[src/rtl/pipe_stall_if.sv]
// Front-end hazard/redirect bus between the pipeline control logic,
// instruction memory, decoder and the stall unit.
interface pipe_stall_if #(
  parameter int CTRL_W = 16,
  parameter int CNT_W  = 16
);
  logic              pc_stall;
  logic              IFID_stall;
  logic              IDEX_flush;
  logic              branch_taken;
  logic [31:0]       branch_target;
  logic              jump;
  logic [31:0]       jump_target;
  logic [31:0]       imem_instr;
  logic [CTRL_W-1:0] id_ctrl;
  logic              cnt_clr;
  logic [31:0]       pc;
  logic [31:0]       ifid_instr;
  logic [31:0]       ifid_pc4;
  logic              ifid_valid;
  logic [CTRL_W-1:0] idex_ctrl;
  logic              idex_valid;
  logic [CNT_W-1:0]  stall_cnt;

  modport master (
    output pc_stall, IFID_stall, IDEX_flush,
    output branch_taken, branch_target,
    output jump, jump_target,
    output imem_instr, id_ctrl, cnt_clr,
    input  pc, ifid_instr, ifid_pc4, ifid_valid,
    input  idex_ctrl, idex_valid, stall_cnt
  );

  modport slave (
    input  pc_stall, IFID_stall, IDEX_flush,
    input  branch_taken, branch_target,
    input  jump, jump_target,
    input  imem_instr, id_ctrl, cnt_clr,
    output pc, ifid_instr, ifid_pc4, ifid_valid,
    output idex_ctrl, idex_valid, stall_cnt
  );
endinterface

[src/rtl/pipe_stall_unit.sv]
// PC, IF/ID and ID/EX-control registers with load-use stall, flush,
// ID-stage redirect and a saturating stall-cycle counter.
module pipe_stall_unit #(
  parameter logic [31:0] RESET_PC = 32'h0000_0000,
  parameter int          CTRL_W   = 16,
  parameter int          CNT_W    = 16
) (
  input  logic          clk,
  input  logic          rst_n,
  pipe_stall_if.slave   ps
);

  typedef struct packed {
    logic [31:0] instr;
    logic [31:0] pc4;
    logic        valid;
  } if_id_t;

  typedef struct packed {
    logic [CTRL_W-1:0] ctrl;
    logic              valid;
  } id_ex_t;

  logic [31:0]      pc_q, pc_d, pc4;
  if_id_t           ifid_q, ifid_d;
  id_ex_t           idex_q, idex_d;
  logic [CNT_W-1:0] cnt_q, cnt_d;
  logic             redir;
  logic             do_jump, do_br, do_seq;

  assign pc4   = pc_q + 32'd4;
  assign redir = (ps.jump | ps.branch_taken) & ~ps.IFID_stall;

  // one-hot next-pc selects, priority folded into the terms
  assign do_jump = ~ps.pc_stall & ps.jump & ~ps.IFID_stall;
  assign do_br   = ~ps.pc_stall & ~ps.jump
                 & ps.branch_taken & ~ps.IFID_stall;
  assign do_seq  = ~ps.pc_stall & ~redir;

  always_comb begin
    pc_d = pc_q;
    unique case (1'b1)
      ps.pc_stall: pc_d = pc_q;
      do_jump:     pc_d = ps.jump_target;
      do_br:       pc_d = ps.branch_target;
      do_seq:      pc_d = pc4;
      default:     pc_d = pc_q;
    endcase
  end

  always_comb begin
    ifid_d = ifid_q;
    if (ps.IFID_stall) begin
      ifid_d = ifid_q;
    end else if (redir) begin
      ifid_d = '0;
    end else begin
      ifid_d.instr = ps.imem_instr;
      ifid_d.pc4   = pc4;
      ifid_d.valid = 1'b1;
    end
  end

  always_comb begin
    idex_d = '0;
    if (!ps.IDEX_flush && ifid_q.valid) begin
      idex_d.ctrl  = ps.id_ctrl;
      idex_d.valid = 1'b1;
    end
  end

  always_comb begin
    cnt_d = cnt_q;
    if (ps.cnt_clr) begin
      cnt_d = '0;
    end else if (ps.pc_stall && !(&cnt_q)) begin
      cnt_d = cnt_q + 1'b1;
    end
  end

  always_ff @(posedge clk or negedge rst_n) begin
    if (!rst_n) begin
      pc_q   <= RESET_PC;
      ifid_q <= '0;
      idex_q <= '0;
      cnt_q  <= '0;
    end else begin
      pc_q   <= pc_d;
      ifid_q <= ifid_d;
      idex_q <= idex_d;
      cnt_q  <= cnt_d;
    end
  end

  assign ps.pc         = pc_q;
  assign ps.ifid_instr = ifid_q.instr;
  assign ps.ifid_pc4   = ifid_q.pc4;
  assign ps.ifid_valid = ifid_q.valid;
  assign ps.idex_ctrl  = idex_q.ctrl;
  assign ps.idex_valid = idex_q.valid;
  assign ps.stall_cnt  = cnt_q;

endmodule

[src/flat_wrapper.sv]
// flat-port wrapper written by rule: the top's interface ports become plain ports
module pipe_stall_unit_flat 
#(
  parameter logic [31:0] RESET_PC = 32'h0000_0000,
  parameter int          CTRL_W   = 16,
  parameter int          CNT_W    = 16
)
  (clk, rst_n, ps_pc_stall, ps_IFID_stall, ps_IDEX_flush, ps_branch_taken, ps_branch_target, ps_jump, ps_jump_target, ps_imem_instr, ps_id_ctrl, ps_cnt_clr, ps_pc, ps_ifid_instr, ps_ifid_pc4, ps_ifid_valid, ps_idex_ctrl, ps_idex_valid, ps_stall_cnt);
  pipe_stall_if #(.CTRL_W(CTRL_W), .CNT_W(CNT_W)) ps_i ();
  input  logic clk;
  input  logic rst_n;
  input wire logic [$bits(ps_i.pc_stall)-1:0] ps_pc_stall;
  input wire logic [$bits(ps_i.IFID_stall)-1:0] ps_IFID_stall;
  input wire logic [$bits(ps_i.IDEX_flush)-1:0] ps_IDEX_flush;
  input wire logic [$bits(ps_i.branch_taken)-1:0] ps_branch_taken;
  input wire logic [$bits(ps_i.branch_target)-1:0] ps_branch_target;
  input wire logic [$bits(ps_i.jump)-1:0] ps_jump;
  input wire logic [$bits(ps_i.jump_target)-1:0] ps_jump_target;
  input wire logic [$bits(ps_i.imem_instr)-1:0] ps_imem_instr;
  input wire logic [$bits(ps_i.id_ctrl)-1:0] ps_id_ctrl;
  input wire logic [$bits(ps_i.cnt_clr)-1:0] ps_cnt_clr;
  output wire logic [$bits(ps_i.pc)-1:0] ps_pc;
  output wire logic [$bits(ps_i.ifid_instr)-1:0] ps_ifid_instr;
  output wire logic [$bits(ps_i.ifid_pc4)-1:0] ps_ifid_pc4;
  output wire logic [$bits(ps_i.ifid_valid)-1:0] ps_ifid_valid;
  output wire logic [$bits(ps_i.idex_ctrl)-1:0] ps_idex_ctrl;
  output wire logic [$bits(ps_i.idex_valid)-1:0] ps_idex_valid;
  output wire logic [$bits(ps_i.stall_cnt)-1:0] ps_stall_cnt;
  assign ps_i.pc_stall = ps_pc_stall;
  assign ps_i.IFID_stall = ps_IFID_stall;
  assign ps_i.IDEX_flush = ps_IDEX_flush;
  assign ps_i.branch_taken = ps_branch_taken;
  assign ps_i.branch_target = ps_branch_target;
  assign ps_i.jump = ps_jump;
  assign ps_i.jump_target = ps_jump_target;
  assign ps_i.imem_instr = ps_imem_instr;
  assign ps_i.id_ctrl = ps_id_ctrl;
  assign ps_i.cnt_clr = ps_cnt_clr;
  assign ps_pc = ps_i.pc;
  assign ps_ifid_instr = ps_i.ifid_instr;
  assign ps_ifid_pc4 = ps_i.ifid_pc4;
  assign ps_ifid_valid = ps_i.ifid_valid;
  assign ps_idex_ctrl = ps_i.idex_ctrl;
  assign ps_idex_valid = ps_i.idex_valid;
  assign ps_stall_cnt = ps_i.stall_cnt;
  pipe_stall_unit #(.RESET_PC(RESET_PC), .CTRL_W(CTRL_W), .CNT_W(CNT_W)) u_core (.clk(clk), .rst_n(rst_n), .ps(ps_i));
endmodule
[config.mk]
export PLATFORM = sky130hd
export DESIGN_NAME = pipe_stall_unit_flat
export DESIGN_NICKNAME = d
export VERILOG_FILES = /design/src/rtl/pipe_stall_if.sv /design/src/rtl/pipe_stall_unit.sv /design/src/flat_wrapper.sv
export SDC_FILE = /design/constraint.sdc
export NUM_CORES = 1
export LEC_CHECK = 0
export BUFFER_PORTS_ARGS = -buffer_cell sky130_fd_sc_hd__buf_4
export CORE_MARGIN = 5
export CORE_UTILIZATION = 49
export DETAILED_ROUTE_END_ITERATION = 16
export PLACE_DENSITY_LB_ADDON = 0.2
export SYNTH_ARGS = -nofsm -noshare
export SYNTH_HDL_FRONTEND = slang
export SYNTH_SLANG_ARGS = --single-unit
[constraint.sdc]
create_clock -name clk -period 2.85 [get_ports clk]
set_clock_uncertainty 0.1 [all_clocks]
set_input_delay 0.4275 -clock clk [delete_from_list [all_inputs] [get_ports clk]]
set_output_delay 0.4275 -clock clk [all_outputs]
set_load 0.005 [all_outputs]
==> reports/qor.yml <==
outcome:
  status: "completed"
synth:
  syn_inst: 682
  synth_cell_types: 60
  ys_seq_elements: 130
  seq_area_frac_synth_pct: 50.46
  ys.flop_type: "dfrtp_1"
  synth_nets: 804
  syn_area_um2: 6447
  synth_edf_count: 0
  syn_area_per_cell_um2: 9.454
  yosysWarnings: 0
  postSynth.asyncResetShare_pct: 100.0
die:
  die_w_um: 124.7
  start_util_pct: 49.27
  core_area_um2: 13090
  die_h_um: 124.7
  die_area_um2: 15550
  ios: 250
  row_count: 42
critical_path:
  path_depth: 6
  cp.buffers_inverters: 0
  r2r_slack_ns: 0.49
  crit_chain: "ha_1, nand4_2, nor3_2, and4_1, xnor2_1, o31ai_1"
  timing.rr.start: "u_core.ps.pc[2]"
  timing.critical_path.fanout_max: 7
  worstPathArrival_ns: 2.58
  rr_worst_depth: 6
  crit_required_ns: 3.07
  worst_setup_path_start_kind: "register"
  cp_top_family: "simple AND/OR/NAND/NOR gates"
  crit_path_top_delay_cell: "nor3_2"
  path_class: "reg -> reg"
  end_kind: "register"
  cp_slowest_stage_delay_ns: 0.52
  reg2reg_to: "u_core.ps.ifid_pc4[28]"
power_and_ir_drop:
  switchingPower_uw: 1536
  clockPowerShare_pct: 40.1
  sw_frac_of_total_pct: 27.19
  combPwrFrac_pct: 19.6
  ir_drop_v: 0.0003230
  internal_power_uw: 4114
  p_leak_uw: 0.004308
  power_density_nw_per_um2: 621.5
  seqPwrFrac_pct: 40.3
global_routing:
  grt_first_pass_wirelength_um: 32940
  track_usage_pct: 26.37
  grt_pass1_vias: 6233
  antenna_found_initial: 0
  grt_max_degree: 76
  grt_overflow_total: 0
clocking:
  cts_sinks: 130
  clk_pin_slew_worst_paths_ns: 0.06
  post_cts_buffers: 0
  cts_root_buf: "clkbuf_16"
  clockBufferDepth: 2
  cts_tree: "done"
  insertion_delay_ns: 0.42
  cts_buffers: 17
  h-tree-depth: 4
sta:
  finalHoldViolations: 0
  slew_viol_final: 0
  finalSetupTns_ns: 0
  fin_crit_ns: 2.362
  worst_slack_ns: 0.4882
  rsz0062_at_grt: "no"
  setup_viol: 0
  worst_slew_pin_slew_ns: 0.7417
  maxSlewHeadroom_pct: 50.37
  fin_crit_sh_pct: 82.87
  fmax_mhz: 423.4
route:
  drt-initial-drc-count: 477
  dr.pass1.iters: 4
  vias: 6226
  vias_per_cell: 5.634
  drcViolationCount: 0
  wl_per_cell_um: 18.59
  wirelength_um: 20550
  drt.antenna.violating_nets: 0
cells_and_area:
  finalNonFillerCells: 1105
  antennaDiodeCount: 0
  nNetsFinal: 1038
  finish.utilization_pct: 69.48
  final_layout_size_suffix_gt1_share_pct: 32.94
  area_growth_pct: 41.01
min_path:
  whs_endpoint: "u_core.ps.idex_ctrl[9]"
  hold_depth: 2
  hold_class: "in -> reg"
  worstHoldStart: "ps_id_ctrl[9]"
flow_run:
  drv_cap: 0
placed_design:
  place_congestion: 0.8856
  dp_hpwl_um: 15060
  dp_cells: 1072
  pre_cts_ws_ns: 0.5125
  port_buffers: 249
## state kept, by name, indices dropped and copies added (netlist names)
register / flops
u_core.ps.ifid_instr: 32
u_core.ps.ifid_pc4: 32
u_core.ps.pc: 32
u_core.ps.idex_ctrl: 16
u_core.ps.stall_cnt: 16
u_core.ps.idex_valid: 1
u_core.ps.ifid_valid: 1
## power groups by stage
stage | logic (uW) | clock network [uW] | registers, uW
2_1_floorplan | 480 | 0 | 2260
3_3_place_gp | 1090 | 0 | 2290
3_5_place_dp | 1110 | 0 | 2300
4_1_cts | 1120 | 2300 | 2270
5_1_grt | 1220 | 2390 | 2310
6_report | 1110 | 2260 | 2280
## kinds of logic (layout without fill, tap and decap cells)
logic type	count (synthesis)	count (layout)	share of synthesized area, %
multiplexers	4	4	0.6404
AO/OA/AOI/OAI	184	184	18.73
adder cells (fa/ha/maj)	2	2	0.3881
AND/OR/NAND/NOR	257	257	20.43
flip-flops	130	130	50.46
buffers and inverters	66	313	4.056
XOR/XNOR	39	39	5.298
## worst register-to-register path, delay by kind of cell (launching register included)
kind,cells,cell delay (ns)
compound gates,1,0.19
xor+xnor,1,0.09
fa+ha+maj,1,0.33
simple gates,3,1.09
flops,1,0.47
## through the flow
stage | hold WS [ns] | area [um^2] | power [uW]
floorplan | 0.03191 | 6447 | 2737
global placement | 0.3168 | 8468 | 3378
detailed placement | 0.3154 | 8468 | 3414
CTS | 0.1046 | 9091 | 5688
global route | 0.1111 | 9091 | 5910
finish | 0.1211 | 9091 | 5650
## final cells by class
cell class / count / area (um^2)
Inverter: 19 / 71.32
Multi-Input combinational cell: 486 / 2948
Sequential cell: 130 / 3253
Clock buffer: 23 / 457.9
Clock inverter: 9 / 155.1
Fill cell: 1045 / 3994
Timing Repair Buffer: 262 / 1986
Tap cell: 176 / 220.2
## metal layers
| layer | vias to the layer above | track usage (%) | share of wire, % |
|---|---|---|---|
| met4 | 0 | 10.70 | 2.7 |
| li1 | 2890 | - | - |
| met2 | 291 | 43.13 | 49 |
| met5 | - | 0 | 0 |
| met3 | 41 | 8.105 | 8.4 |
| met1 | 3004 | 32.56 | 40 |
## cells in the mapped netlist, types with 7 or more instances
cell / number / share of area (%)
dfrtp_1: 130 / 50
nand2_1: 119 / 6.9
o21ai_0: 63 / 4.9
nor2_1: 35 / 2.0
clkbuf_1: 33 / 1.9
xnor2_1: 32 / 4.3
a21oi_1: 31 / 2.4
and2_1: 22 / 2.1
o31ai_1: 19 / 2.2
inv_1: 18 / 1.0
a221oi_1: 16 / 2.2
nand3_1: 14 / 1.1
a22oi_1: 10 / 1.2
buf_2: 10 / 0.78
and3_1: 9 / 0.87
and4_1: 9 / 1.2
nand4_1: 9 / 0.87
nor3_1: 9 / 0.70
xor2_1: 7 / 0.95
## how the worst max path moves through the flow
| stage | startpoint | to | slack [ns] |
|---|---|---|---|
| after CTS | u_core.ps.pc[2] | u_core.ps.ifid_pc4[28] | 0.50 |
| after global routing | u_core.ps.pc[2] | u_core.ps.ifid_pc4[28] | 0.29 |
| after detailed placement | u_core.ps.pc[2] | u_core.ps.pc[28] | 0.51 |
| after floorplan | u_core.ps.pc[2] | u_core.ps.pc[20] | 0.81 |
| final | u_core.ps.pc[2] | u_core.ps.ifid_pc4[28] | 0.49 |
| after global placement | u_core.ps.pc[2] | u_core.ps.pc[26] | 0.64 |
## layout by cell type (no fill, tap or decap), types with 10 or more instances in the layout
cell type	count
clkbuf_16	17
buf_4	259
xnor2_1	32
a21oi_1	31
o31ai_1	19
nand2_1	119
a22oi_1	10
nand3_1	14
dfrtp_1	130
nor2_1	34
inv_1	18
and2_1	22
o21ai_0	63
a221oi_1	16
## timing repair
action,CTS,global route
hold buffers,1,0
resized for setup,0,0
hold endpoints to repair,55,0
Power figures use the tool's default switching activity.
